`src/rtl/lut_mult_acc_stream.sv`:
```
`default_nettype none
// ============================================================================
//  Module   : lut_mult_8bit
//  Purpose  : Multiplies an 8-bit unsigned input by a fixed constant. The
//             constant is folded into a 256-entry ROM at elaboration time.
//  Ports    : X [7:0]  - unsigned operand
//             C [15:0] - X * A_const (A_const <= 257, so the product fits)
//  Revision : 1.0 - initial release
// ============================================================================
module lut_mult_8bit #(
  parameter int A_const = 3
) (
  input  logic [7:0]  X,
  output logic [15:0] C
);

  logic [15:0] w_rom [256];

  for (genvar gi = 0; gi < 256; gi++) begin : g_rom
    assign w_rom[gi] = 16'(gi * A_const);
  end

  assign C = w_rom[X];

endmodule

// ============================================================================
//  Module   : lut_mult_acc_stream
//  Purpose  : Streaming multiply-accumulate. Accepts 8-bit samples over
//             valid/ready, multiplies each by A_CONST through lut_mult_8bit,
//             and sums the products over a window of up to ACC_LEN samples
//             (closed early by in_last). The window result is presented
//             on a valid/ready output port.
//  Ports    : clk, rst (async, active-high)
//             in_valid / in_ready / in_x[7:0] / in_last   - sample stream
//             out_valid / out_ready                       - result handshake
//             out_sum[ACC_W-1:0] - window sum mod 2^ACC_W
//             out_count[7:0]     - samples in the window
//             out_ovf            - sticky accumulator carry-out
//  Revision : 1.0 - initial release
// ============================================================================
module lut_mult_acc_stream #(
  parameter int A_CONST = 3,
  parameter int ACC_LEN = 8,
  parameter int ACC_W   = 20
) (
  input  logic             clk,
  input  logic             rst,
  input  logic             in_valid,
  output logic             in_ready,
  input  logic [7:0]       in_x,
  input  logic             in_last,
  output logic             out_valid,
  input  logic             out_ready,
  output logic [ACC_W-1:0] out_sum,
  output logic [7:0]       out_count,
  output logic             out_ovf
);

  typedef enum logic [1:0] {
    ST_RUN   = 2'd0,
    ST_DRAIN = 2'd1,
    ST_HOLD  = 2'd2
  } state_t;

  // Counter value seen on the edge that accepts the ACC_LEN-th sample.
  localparam logic [7:0] C_LAST_IDX = 8'(ACC_LEN - 1);

  state_t             state_q,     state_d;
  logic [7:0]         x_q,         x_d;
  logic [15:0]        p_q,         p_d;
  logic               v1_q,        v1_d;
  logic               v2_q,        v2_d;
  logic [ACC_W-1:0]   acc_q,       acc_d;
  logic               ovf_q,       ovf_d;
  logic [7:0]         cnt_q,       cnt_d;
  logic [1:0]         drain_q,     drain_d;
  logic               in_ready_q,  in_ready_d;
  logic               out_valid_q, out_valid_d;

  logic               w_accept;
  logic               w_close;
  logic [15:0]        w_prod;
  logic [ACC_W:0]     w_sum;

  lut_mult_8bit #(
    .A_const (A_CONST)
  ) u_mult (
    .X (x_q),
    .C (w_prod)
  );

  assign w_accept = in_valid && in_ready_q;
  assign w_close  = w_accept && (in_last || (cnt_q == C_LAST_IDX));
  // Extra MSB captures the carry-out of the accumulator add.
  assign w_sum    = {1'b0, acc_q} + {1'b0, ACC_W'(p_q)};

  always_comb begin
    state_d     = state_q;
    x_d         = x_q;
    p_d         = w_prod;
    v1_d        = w_accept;
    v2_d        = v1_q;
    acc_d       = acc_q;
    ovf_d       = ovf_q;
    cnt_d       = cnt_q;
    drain_d     = drain_q;
    in_ready_d  = in_ready_q;
    out_valid_d = out_valid_q;

    if (w_accept) begin
      x_d   = in_x;
      cnt_d = cnt_q + 8'd1;
    end

    if (v2_q) begin
      acc_d = w_sum[ACC_W-1:0];
      ovf_d = ovf_q | w_sum[ACC_W];
    end

    case (state_q)
      ST_RUN: begin
        if (w_close) begin
          state_d    = ST_DRAIN;
          in_ready_d = 1'b0;
          drain_d    = 2'd0;
        end
      end
      // Input is stalled, so the closing sample is the last one in flight;
      // it reaches S3 on the third edge after the closing accept.
      ST_DRAIN: begin
        if (drain_q == 2'd2) begin
          state_d     = ST_HOLD;
          out_valid_d = 1'b1;
        end else begin
          drain_d = drain_q + 2'd1;
        end
      end
      ST_HOLD: begin
        if (out_ready) begin
          state_d     = ST_RUN;
          acc_d       = '0;
          cnt_d       = 8'd0;
          ovf_d       = 1'b0;
          out_valid_d = 1'b0;
          in_ready_d  = 1'b1;
        end
      end
      default: begin
        state_d     = ST_RUN;
        in_ready_d  = 1'b1;
        out_valid_d = 1'b0;
      end
    endcase
  end

  always_ff @(posedge clk or posedge rst) begin
    if (rst) begin
      state_q     <= ST_RUN;
      x_q         <= 8'd0;
      p_q         <= 16'd0;
      v1_q        <= 1'b0;
      v2_q        <= 1'b0;
      acc_q       <= '0;
      ovf_q       <= 1'b0;
      cnt_q       <= 8'd0;
      drain_q     <= 2'd0;
      in_ready_q  <= 1'b1;
      out_valid_q <= 1'b0;
    end else begin
      state_q     <= state_d;
      x_q         <= x_d;
      p_q         <= p_d;
      v1_q        <= v1_d;
      v2_q        <= v2_d;
      acc_q       <= acc_d;
      ovf_q       <= ovf_d;
      cnt_q       <= cnt_d;
      drain_q     <= drain_d;
      in_ready_q  <= in_ready_d;
      out_valid_q <= out_valid_d;
    end
  end

  assign in_ready  = in_ready_q;
  assign out_valid = out_valid_q;
  assign out_sum   = acc_q;
  assign out_count = cnt_q;
  assign out_ovf   = ovf_q;

endmodule
`default_nettype wire

```
`config.mk`:
```
export PLATFORM = sky130hd
export DESIGN_NAME = lut_mult_acc_stream
export DESIGN_NICKNAME = d
export VERILOG_FILES = /design/src/rtl/lut_mult_acc_stream.sv
export SDC_FILE = /design/constraint.sdc
export NUM_CORES = 1
export LEC_CHECK = 0
export CAP_MARGIN = 20
export CORE_MARGIN = 2
export CORE_UTILIZATION = 30
export DETAILED_ROUTE_END_ITERATION = 10
export GPL_ROUTABILITY_DRIVEN = 0
export GPL_TIMING_DRIVEN = 0
export PLACE_DENSITY = 0.51
export SETUP_SLACK_MARGIN = 0.15
export SLEW_MARGIN = 25
export SYNTH_ARGS = -nofsm -noshare
export SYNTH_HDL_FRONTEND = slang
export SYNTH_HIERARCHICAL = 1
export SYNTH_SLANG_ARGS = --single-unit
```
`constraint.sdc`:
```
create_clock -name clk -period 6 [get_ports clk]
set_input_delay 0.9 -clock clk [delete_from_list [all_inputs] [get_ports clk]]
set_output_delay 0.9 -clock clk [all_outputs]
set_load 0.01 [all_outputs]
```
# Yosys cells after proc, flatten, opt, wreduce, memory -nomap -nowiden
# Memory sizes are Yosys's and may differ from the RTL's. A register that Yosys moved wholly into a read port is not among the register bits.
# Index checks and enable logic that the tools add are counted.
# word_totals
register_bits,45
mem_bits_ro,4096
input_bits,13
output_inout_bits,31
word_cells,57
memories,1
# classes
add_sub_neg,3
eq_ne,8
muxes,22
bitwise,4
reduce_logical,9
# memory_table
name,depth,width,read_ports,rd_clocked_by_memory_dff,wr,line,rtl
(no name shown),256,16,1,1,0,23,assign C = w_rom[X];
# op_table
operator,n
20-bit two-way mux,3
8-bit two-way mux,3
20-bit by 16-bit adder with 21-bit output,1
3-bit AND reduction,4
2-bit two-way mux,5
8-bit inverter with 9-bit output,1
"8-bit by 1-bit adder with 8-bit output, second input constant",1
"8-bit by 3-bit == test with 1-bit output, second input constant",1
"2-bit inequality test, second input constant",4
1-bit two-way mux,7
1-bit case mux with 3 select lines,2
2-bit case mux with 3 select lines,1
"2-bit == test, second input constant",2
2-bit case mux with 2 select lines,1
"2-bit by 1-bit adder with 2-bit output, second input constant",1
"2-bit by 1-bit == test with 1-bit output, second input constant",1
1-bit logical AND,2
2-bit logical NOT,1
1-bit inverter,2
2-bit nonzero test,1
1-bit logical OR,1
1-bit OR,1

# Logic depth before layout (Yosys ltp)
# depth
depth_word,5
mapped_depth,8
mapped_depth_nobuf,8

# Modules after synthesis
# Netlist, hierarchy kept.
# modules_own_cells
module,n_inst,cells_per_inst,area_each_um2,seq_area_each_um2
lut_mult_acc_stream,1,313,3114.2,1527.7
lut_mult_8bit,1,61,412.9,0.0

# Least setup slack after synthesis
# No wires, ideal clock.
# synth_timing
path_type,reg2reg
from,register acc_q[0] (netlist: out_sum[0])
to,register acc_q[14] (netlist: out_sum[14])
setup_ns,0.122
arrival_ns,2.225
required_ns,5.878
path_slack_ns,3.654
path_stages_with_launch,9
n_path_buf,0
period_less_slack_ns,2.346
path_cell_list,dfrtp_1 -> ha_1 -> fa_1 -> a21o_1 -> a311oi_1 -> or2_1 -> o21ai_1 -> or3_1 -> o2111a_1
# synth_via
elab_chain_cells,4
# synth_lines
element,line,rtl
from (decl),74,"logic [ACC_W-1:0] acc_q, acc_d;"
from (signal assigned),164,acc_q <= '0;
from (signal assigned),176,acc_q <= acc_d;
20-bit by 16-bit adder with 21-bit output *,96,"assign w_sum = {1'b0, acc_q} + {1'b0, ACC_W'(p_q)};"
20-bit two-way mux *,116,if (v2_q) begin
20-bit two-way mux,140,if (out_ready) begin
20-bit two-way mux *,121,case (state_q)
named net acc_d[14],74,
# The timed path passes the listed nets; every way through them passes the cells marked *.
# A chain may end at the register's enable or synchronous reset.

# Worst setup path in the final report
# layout_timing
from,register acc_q[0] (netlist: out_sum[0])
to,register ovf_q (netlist: out_ovf)
# layout_via
elab_chain_cells,5
# layout_lines
element,line,rtl
20-bit by 16-bit adder with 21-bit output *,96,
1-bit OR *,118,ovf_d = ovf_q | w_sum[ACC_W];
1-bit two-way mux *,116,
1-bit two-way mux,140,
1-bit two-way mux *,121,
named net ovf_d,75,"logic ovf_q, ovf_d;"
to (signal assigned),177,ovf_q <= ovf_d;
to (decl),75,
# Marks and branches as above.

==> metrics.txt <==
final worst path period share 0.433; synth unique cells 64; clock skew 0.00512 ns; CP Class register to register; DR top layer met4; row cnt 39; fmax 385 MHz; first-pass GRT wire length 13300 um; VDD IR-drop max 0.209 mV; H-tree lvl count 3; crit path DAT 2.82 ns; Bufs on Longest Clock Path 2; Most used DFF post-synth dfrtp_1; Mean Syn Cell Area 9.43 um2; synth warn 6; Die Span Y 112 um; CTS tree done; Max-cap violations 0; Slew Limit Fails 0; die area 12600 um2; DRC viols 0; Clock Sinks 61; number of diodes 0; via count 2852; NumNets Final 470; Num CTS Buffers 9; Mapped Cells 374; CP startpoint kind register; Worst-Skew Late Latency 0.33 ns; RSZ-0062 raised after global routing false; initial core utilization 0.308; hold buffers post-CTS 0; Overall Global Routing Usage 0.132; core area 11500 um2; gr ovfl total 0; Root Buffer Master clkbuf_16; Final min period 2.60 ns; Crit Path Max Fanout 3; sequential area share after synthesis 0.433; Setup Buffers After CTS 0; WL final 8010 um; Area Growth Syn to Fin 28.9%; Post-DRT Antenna Nets 0; CP required 6.22 ns; Post-DP HPWL 5840 um; Mapped Area 3530 um2; register bit total from synthesis 61; layout cells sized above 1 0.0957; Ports 44; DR iter-0 viols 69; Worst Tran Pin Value 0.684 ns; Post-synth ARST share 1.00; Pwr per Cell Area 610 nW/um2; largest net degree at the start of global routing 48; routed length per placed instance 13.8 um; final instance area 4550 um2; drt first pass iters 4; crit path capture type register; Via density 4.90; area of placed instances 4190 um2; Die W 112 um; initial antenna violation count 0; # resized after CTS 0; setup tns final 0 ns; Leak Pwr 2.01 nW; count of final hold-check violations 0; DR WL met2 3790 um; EDFF count, synth 0; Slew headroom 0.544; Hold Crit Class register to register; IO Port Bufs 43; metal3 WL 219 um; status finished, final reports clean; Clock transition at path regs 0.06 ns; number of global-route vias before repair 2773; setup violators final 0; met1 wire length 3850 um
[where the power goes]
part / internal, mW / switching (mW) / total (mW)
clock: 0.446 / 0.192 / 0.638
combinational: 0.659 / 0.741 / 1.40
sequential: 0.585 / 0.152 / 0.737
total: 1.69 / 1.08 / 2.77
[path summary, 6_finish.rpt]
kind,from,cells past startpoint,to,slack (ns)
min in group asynchronous,rst,2,x_q[7]$_DFFE_PP0P_,0.86
hold reg to reg,v1_q$_DFF_PP0_,0,v2_q$_DFF_PP0_,0.36
setup / recovery,out_sum[0]$_DFF_PP0_,8,out_ovf$_DFF_PP0_,3.40
setup reg to reg,out_sum[0]$_DFF_PP0_,8,out_ovf$_DFF_PP0_,3.40
max in group asynchronous,rst,3,in_ready$_DFFE_PP1P_,4.59
hold / removal,v1_q$_DFF_PP0_,0,v2_q$_DFF_PP0_,0.36
[layout by cell type (no fill, tap or decap), drive strengths merged, types with 16 or more instances in the layout]
cell,n
clkbuf,20
a21oi,21
ha,22
nand2,50
nor2,28
dfrtp,60
o21ai,23
clkdlybuf4s50,43
nand3,16
[critical path, cell delays in order, from the launching register on]
cell and delay, ns:
dfrtp_1 0.39, ha_1 0.23, fa_1 0.41, a21o_1 0.21
a311oi_1 0.45, nor3_1 0.15, o2111ai_1 0.33, a21oi_1 0.12
o21a_1 0.18
[metal layers]
metal  GRT usage  vias to the layer above
li1            -                     1447
met1       0.173                     1351
met2       0.212                       43
met3      0.0265                       11
met4      0.0561                        0
met5           0                        -
[synthesized netlist by cell type (6+ instances only)]
cell      number  area [um2]
nand2_1       50         188
a21oi_1       19        95.1
and3_1         6        37.5
xor2_1         6        52.6
buf_4          7        52.6
nor3_1         8        40.0
o21ai_0       14        70.1
mux2i_1       13         130
ha_1          22         275
dfrtp_1       60        1500
nand3_1       16        80.1
o21ai_1        9        45.0
clkbuf_1      11        41.3
inv_1         15        56.3
xnor2_1        7        61.3
nor2_1        27         101
[registers in the layout (all words and copies together) (netlist names)]
name and count:
drain_q 2, out_count 8, p_q 16, out_ovf 1, v2_q 1, x_q 8, state_q 2, out_valid 1
out_sum 20, v1_q 1, in_ready 1
[through the flow]
stage          total power, mW  utilization  hold slack, ns  worst slack [ns]  instances
2_1_floorplan             1.71            -           0.331              3.59        379
3_3_place_gp              2.11        0.362           0.337              2.39        565
3_5_place_dp              2.14        0.365           0.346              3.27        566
4_1_cts                   2.80        0.397           0.358              3.38        582
5_1_grt                   3.00        0.397           0.369              3.26        582
6_report                  2.77        0.397           0.356              3.40        582
[final cells by class]
cell class | instances | area [um2]
clock buffer | 9 | 225
inverter | 15 | 58.8
clock inverter | 7 | 138
buffer | 25 | 145
tap | 143 | 179
fill | 1160 | 6920
timing repair buffer | 44 | 458
multi-input combinational | 278 | 1820
sequential | 61 | 1530
[kinds of logic after synthesis]
group | count (synthesis) | synth area share
AO/OA/AOI/OAI | 86 | 0.167
XOR/XNOR | 13 | 0.0323
adder cells (fa/ha/maj) | 23 | 0.0837
buffers and inverters | 40 | 0.0571
flip-flops | 61 | 0.433
multiplexers | 13 | 0.0369
other | 1 | 0.00106
AND/OR/NAND/NOR | 137 | 0.189
Note: power is estimated with default switching activity, not from simulation.
